--- src/rtl/adc_calib_calc_if.sv ---
// Bundles the sample, calibration-coefficient and result signals of adc_calib_calc.
// The slave modport is the calculator side; the master modport is the driving side (register block and ADC front end).
interface adc_calib_calc_if #(
  parameter int ADC_WIDTH = 18
);
  logic [7*ADC_WIDTH-1:0] i_adc_data;
  logic [6:0]             i_adc_valid;
  logic [7*32-1:0]        i_factor;
  logic [7*32-1:0]        i_offset;
  logic                   i_ovr_clr;
  logic [7*32-1:0]        o_result;
  logic [6:0]             o_result_valid;
  logic [6:0]             o_sat;
  logic [6:0]             o_ovr;
  logic                   o_busy;

  modport slave (
    input  i_adc_data, i_adc_valid, i_factor, i_offset, i_ovr_clr,
    output o_result, o_result_valid, o_sat, o_ovr, o_busy
  );

  modport master (
    output i_adc_data, i_adc_valid, i_factor, i_offset, i_ovr_clr,
    input  o_result, o_result_valid, o_sat, o_ovr, o_busy
  );
endinterface

--- src/rtl/adc_calib_calc.sv ---
// 7-channel ADC calibration, result = sample * factor + offset in Q16.16, one shared round-robin datapath; ADC_CALC_SAT_EN enables saturation.
// Latency 4 edges from strobe to result pulse, one channel per 4 cycles; no backpressure: re-strobing a pending channel overwrites the sample and sets o_ovr.
module adc_calib_calc #(
  parameter int ADC_WIDTH = 18
) (
  input  logic              i_clk,
  input  logic              i_rst,
  adc_calib_calc_if.slave   bus
);
  localparam int NCH = 7;
  localparam int PW  = ADC_WIDTH + 32;
  localparam int SW  = ADC_WIDTH + 33;

  localparam logic [1:0] S_IDLE = 2'd0;
  localparam logic [1:0] S_MUL  = 2'd1;
  localparam logic [1:0] S_ADD  = 2'd2;
  localparam logic [1:0] S_OUT  = 2'd3;

  logic [1:0]                  state;
  logic [NCH-1:0]              pending;
  logic [2:0]                  last_gnt;
  logic [2:0]                  cur_ch;
  logic signed [ADC_WIDTH-1:0] samp_q [NCH];
  logic signed [ADC_WIDTH-1:0] op_samp;
  logic signed [31:0]          op_fac;
  logic signed [31:0]          op_off;
  logic signed [PW-1:0]        prod;
  logic [31:0]                 res_q;
  logic                        sat_q;

  logic                        gnt_vld;
  logic [2:0]                  gnt_ch;
  logic                        take;
  logic signed [SW-1:0]        sum;
  logic [31:0]                 res_nxt;
  logic                        sat_nxt;

  always_comb begin : rr_arb
    int idx;
    gnt_vld = 1'b0;
    gnt_ch  = 3'd0;
    idx     = 0;
    for (int k = 1; k <= NCH; k++) begin
      idx = (int'(last_gnt) + k) % NCH;
      if (!gnt_vld && pending[idx]) begin
        gnt_vld = 1'b1;
        gnt_ch  = 3'(idx);
      end
    end
  end

  assign take = (state == S_IDLE) && gnt_vld;

  assign sum = {prod[PW-1], prod} + {{(SW-32){op_off[31]}}, op_off};

`ifdef ADC_CALC_SAT_EN
  logic ovf_hi;
  logic ovf_lo;
  assign ovf_hi = !sum[SW-1] && (|sum[SW-2:31]);
  assign ovf_lo =  sum[SW-1] && !(&sum[SW-2:31]);
  assign res_nxt = ovf_hi ? 32'h7FFF_FFFF : (ovf_lo ? 32'h8000_0000 : sum[31:0]);
  assign sat_nxt = ovf_hi | ovf_lo;
`else
  logic sum_hi_unused;
  assign sum_hi_unused = ^sum[SW-1:32];
  assign res_nxt = sum[31:0];
  assign sat_nxt = 1'b0;
`endif

  // A strobe landing on the same edge its channel is granted is not an overrun:
  // the older sample is consumed by the datapath, the new one becomes pending.
  always_ff @(posedge i_clk) begin
    if (i_rst) begin
      pending   <= '0;
      bus.o_ovr <= '0;
      for (int ch = 0; ch < NCH; ch++) samp_q[ch] <= '0;
    end else begin
      for (int ch = 0; ch < NCH; ch++) begin
        if (take && (gnt_ch == 3'(ch))) pending[ch] <= 1'b0;
        if (bus.i_adc_valid[ch]) begin
          samp_q[ch]  <= $signed(bus.i_adc_data[ch*ADC_WIDTH +: ADC_WIDTH]);
          pending[ch] <= 1'b1;
        end
        if (bus.i_adc_valid[ch] && pending[ch] && !(take && (gnt_ch == 3'(ch))))
          bus.o_ovr[ch] <= 1'b1;
        else if (bus.i_ovr_clr)
          bus.o_ovr[ch] <= 1'b0;
      end
    end
  end

  always_ff @(posedge i_clk) begin
    if (i_rst) begin
      state              <= S_IDLE;
      last_gnt           <= 3'd6;
      cur_ch             <= 3'd0;
      op_samp            <= '0;
      op_fac             <= '0;
      op_off             <= '0;
      prod               <= '0;
      res_q              <= '0;
      sat_q              <= 1'b0;
      bus.o_result       <= '0;
      bus.o_result_valid <= '0;
      bus.o_sat          <= '0;
    end else begin
      bus.o_result_valid <= '0;
      bus.o_sat          <= '0;
      case (state)
        S_IDLE: begin
          if (gnt_vld) begin
            cur_ch   <= gnt_ch;
            last_gnt <= gnt_ch;
            op_samp  <= samp_q[gnt_ch];
            op_fac   <= $signed(bus.i_factor[gnt_ch*32 +: 32]);
            op_off   <= $signed(bus.i_offset[gnt_ch*32 +: 32]);
            state    <= S_MUL;
          end
        end
        S_MUL: begin
          prod  <= op_samp * op_fac;
          state <= S_ADD;
        end
        S_ADD: begin
          res_q <= res_nxt;
          sat_q <= sat_nxt;
          state <= S_OUT;
        end
        default: begin
          bus.o_result[cur_ch*32 +: 32] <= res_q;
          bus.o_result_valid[cur_ch]    <= 1'b1;
          bus.o_sat[cur_ch]             <= sat_q;
          state                         <= S_IDLE;
        end
      endcase
    end
  end

  assign bus.o_busy = (state != S_IDLE) || (|pending);

endmodule

--- src/flat_wrapper.sv ---
// flat-port wrapper written by rule: the top's interface ports become plain ports
module adc_calib_calc_flat 
#(
  parameter int ADC_WIDTH = 18
)
  (i_clk, i_rst, bus_i_adc_data, bus_i_adc_valid, bus_i_factor, bus_i_offset, bus_i_ovr_clr, bus_o_result, bus_o_result_valid, bus_o_sat, bus_o_ovr, bus_o_busy);
  adc_calib_calc_if #(.ADC_WIDTH(ADC_WIDTH)) bus_i ();
  input  logic i_clk;
  input  logic i_rst;
  input wire logic [$bits(bus_i.i_adc_data)-1:0] bus_i_adc_data;
  input wire logic [$bits(bus_i.i_adc_valid)-1:0] bus_i_adc_valid;
  input wire logic [$bits(bus_i.i_factor)-1:0] bus_i_factor;
  input wire logic [$bits(bus_i.i_offset)-1:0] bus_i_offset;
  input wire logic [$bits(bus_i.i_ovr_clr)-1:0] bus_i_ovr_clr;
  output wire logic [$bits(bus_i.o_result)-1:0] bus_o_result;
  output wire logic [$bits(bus_i.o_result_valid)-1:0] bus_o_result_valid;
  output wire logic [$bits(bus_i.o_sat)-1:0] bus_o_sat;
  output wire logic [$bits(bus_i.o_ovr)-1:0] bus_o_ovr;
  output wire logic [$bits(bus_i.o_busy)-1:0] bus_o_busy;
  assign bus_i.i_adc_data = bus_i_adc_data;
  assign bus_i.i_adc_valid = bus_i_adc_valid;
  assign bus_i.i_factor = bus_i_factor;
  assign bus_i.i_offset = bus_i_offset;
  assign bus_i.i_ovr_clr = bus_i_ovr_clr;
  assign bus_o_result = bus_i.o_result;
  assign bus_o_result_valid = bus_i.o_result_valid;
  assign bus_o_sat = bus_i.o_sat;
  assign bus_o_ovr = bus_i.o_ovr;
  assign bus_o_busy = bus_i.o_busy;
  adc_calib_calc #(.ADC_WIDTH(ADC_WIDTH)) u_core (.i_clk(i_clk), .i_rst(i_rst), .bus(bus_i));
endmodule
--- config.mk ---
export PLATFORM = sky130hd
export DESIGN_NAME = adc_calib_calc_flat
export DESIGN_NICKNAME = d
export VERILOG_FILES = /design/src/rtl/adc_calib_calc_if.sv /design/src/rtl/adc_calib_calc.sv /design/src/flat_wrapper.sv
export SDC_FILE = /design/constraint.sdc
export NUM_CORES = 2
export LEC_CHECK = 0
export ABC_AREA = 1
export BUFFER_PORTS_ARGS = -buffer_cell sky130_fd_sc_hd__buf_2
export CORE_UTILIZATION = 41
export CTS_CLUSTER_SIZE = 20
export DETAILED_ROUTE_END_ITERATION = 10
export PLACE_DENSITY = 0.62
export SKIP_CTS_REPAIR_TIMING = 1
export SLEW_MARGIN = 20
export SYNTH_ARGS = -nofsm -noshare
export SYNTH_HDL_FRONTEND = slang
export SYNTH_SLANG_ARGS = --single-unit
--- constraint.sdc ---
create_clock -name i_clk -period 7.3 [get_ports i_clk]
set_input_delay 0.73 -clock i_clk [delete_from_list [all_inputs] [get_ports i_clk]]
set_output_delay 0.73 -clock i_clk [all_outputs]
set_load 0.005 [all_outputs]
==> metrics <==
detailed-router iteration count before antenna repair=6; Die Y=322 um; layer with the highest usage=met2; Die Wd=322 um; final WL=163 mm; clk_lat worst skew=0.71 ns; Tcrit/Tclk final=0.922; Slew headroom=0.288; total CTS buffers=60; CTS clk-pin slew, worst paths=0.07 ns; post-DR vias/cell=5.22; synthesized area per cell=7.09 um^2; Vias=41491; drt first-iter violations=3791; Inst Count DP=7815; Final Non-Filler Cells=7944; dpl hpwl=125 mm; num rows=117; Required @ worst endpoint=7.86 ns; vias in the first global route=39398; multi-input logic area=24800 um^2; Post-Syn Area=42000 um^2; CP arrival=7.30 ns; Routed Antenna Nets=0; H-tree levels=2; Seq/Total Area, Yosys=0.280; post-synthesis cell type count=60; Finished Core Util=0.485; RSZ-0062 raised after global routing=false; Setup Skew=0.0638 ns; DR DRC count=0; global routing usage on met3=0.0460; largest delay contributor family on the critical path=adder cells; pin count of the biggest net entering global routing=166; kind of end point of the critical path=register; Sequential Area=11800 um^2; I/O Buffers=822; Buf+Inv Stages, Crit Path=4; grt ovf=0; Final TNS setup=0 ns; root buf cell=clkbuf_16; CP startpoint kind=register; Mapped Cells=5923; Ports=830; Slowest cell on crit path=dfxtp_1; status=finished, final reports clean; dpl ws=0.693 ns; per-cell routed wire length=20.6 um; Starting Density=0.413; max cap viols=0; Yosys warning count=0; GRT Total Usage=0.309; met1 GRT Util=0.396; clock buffer depth=3; worst hold-check path type=in -> reg; Tightest Pin Transition=1.07 ns; RD Place Congestion=0.978; Die ar.=104000 um^2; Setup Viol. Count Final=0; CP max stage delay=0.90 ns; CTS tree=done; Hold Fails Final Rpt=0; CP most frequent cell=nand2_1; FMAX=0.149 GHz; fin. max-slew vios=0; WS Path Type=reg -> reg; share of layout cells above drive strength 1=0.165; #FFs+latches synth=524; initial antenna violation count=29; global-route wire length before repair=242 mm; core area=102000 um^2; Layout Area Growth over Synthesis=17.3%; clk sinks=524; final worst slack=0.567 ns; GR met2 Demand/Resource=0.510; worst-path fanout max=19; fill count=10364; Tmin final=6.73 ns; final net count=7579
-- cell usage after synthesis, drive strengths merged --
cell / count / area (um^2)
o221ai: 1 / 8.76
clkinv: 6 / 22.5
a31oi: 8 / 50.1
a41oi: 3 / 26.3
o21bai: 7 / 56.3
nand2: 1679 / 6350
buf: 179 / 977
a21boi: 5 / 37.5
xnor2: 30 / 263
o221a: 1 / 11.3
nor4: 6 / 37.5
conb: 1 / 3.75
inv: 979 / 3670
or2: 18 / 113
and2: 1 / 6.26
nor3: 33 / 176
a211oi: 32 / 240
o211ai: 16 / 120
dfxtp: 398 / 7970
o21ai: 253 / 1270
a21oi: 247 / 1240
a21o: 1 / 7.51
fa: 334 / 6690
nand3: 483 / 2490
a211o: 1 / 8.76
a22o: 5 / 43.8
a32oi: 1 / 8.76
edfxtp: 126 / 3780
nor2: 424 / 1650
ha: 151 / 1890
o2111ai: 1 / 8.76
clkbuf: 214 / 803
xor2: 51 / 454
a32o: 2 / 20.0
nor3b: 1 / 7.51
a221oi: 3 / 26.3
o31ai: 2 / 15.0
nand3b: 36 / 270
o21a: 4 / 30.0
nand4: 180 / 1130
-- layout by cell type, fill, tap and decap left out, drive strengths merged, types with 11 or more instances in the layout --
master  Yosys  routed
nand2    1679    1679
inv       979     982
buf       179     912
nand3     483     483
nor2      424     424
dfxtp     398     398
fa        334     334
o21ai     253     253
a21oi     247     247
nand4     180     180
ha        151     151
edfxtp    126     126
clkbuf    214      74
xor2       51      51
nand3b     36      36
nor3       33      33
a211oi     32      32
xnor2      30      30
clkinv      6      25
or2        18      18
diode       0      17
o211ai     16      16
bufinv      0      11
-- tightest hold or removal path, delay by kind of cell --
kind / cells / cell delay (ns)
buffers and inverters: 2 / 0.16
AOI/OAI and AO/OA: 1 / 0.06
-- logic make-up after synthesis --
family	share of synthesized area
AND/OR/NAND/NOR	0.291
buffers and inverters	0.130
flip-flops	0.280
XOR/XNOR	0.0171
other	0.0000893
adder cells (fa/ha/maj)	0.204
AO/OA/AOI/OAI	0.0770
-- sequential cells by signal (all words and copies together), names as in the netlist, 3 cells and up --
register	cells
u_core.prod	32
u_core.op_samp	18
u_core.bus.o_result	224
u_core.pending	7
u_core.op_fac	32
u_core.op_off	32
u_core.bus.o_result_valid	7
u_core.cur_ch	3
u_core.samp_q	126
u_core.bus.o_ovr	7
u_core.res_q	32
-- layout make-up --
cell class | count | area share
inverter | 985 | 0.0752
tap | 1368 | 0.0348
multi-input combinational | 4027 | 0.505
clock inverter | 37 | 0.0116
antenna | 17 | 0.000864
sequential | 524 | 0.239
clock buffer | 74 | 0.0328
timing repair buffer | 912 | 0.101
-- metal layers --
layer / vias to the layer above / share of wire
met3: 348 / 0.078
met4: 18 / 0.051
met1: 19637 / 0.41
met5: - / 0.00070
met2: 1880 / 0.46
li1: 19608 / -
-- per-stage QoR --
| step | hold WS [ns] | area, um^2 |
|---|---|---|
| 6_report | 0.308 | 49200 |
| 3_3_place_gp | 0.442 | 47000 |
| 4_1_cts | 0.273 | 49200 |
| 3_5_place_dp | 0.442 | 47000 |
| 5_1_grt | 0.323 | 49200 |
| 2_1_floorplan | 0.433 | 42000 |
-- path summary, 6_finish.rpt --
check	start	end	slack, ns	cells past startpoint
worst min-delay path	bus_i_adc_valid[6]	u_core.pending[6]$_SDFFE_PP0P_	0.31	3
worst max register to register	u_core.op_fac[9]$_SDFFE_PP0P_	u_core.prod[31]$_SDFFE_PP0P_	0.57	25
worst min register to register	u_core.bus.o_result[188]$_SDFFE_PP0P_	u_core.bus.o_result[188]$_SDFFE_PP0P_	0.45	2
worst max-delay path	u_core.op_fac[9]$_SDFFE_PP0P_	u_core.prod[31]$_SDFFE_PP0P_	0.57	25
Power is not shown: default switching activity piles up to over one toggle a cycle in this logic, so the estimate is an artifact.
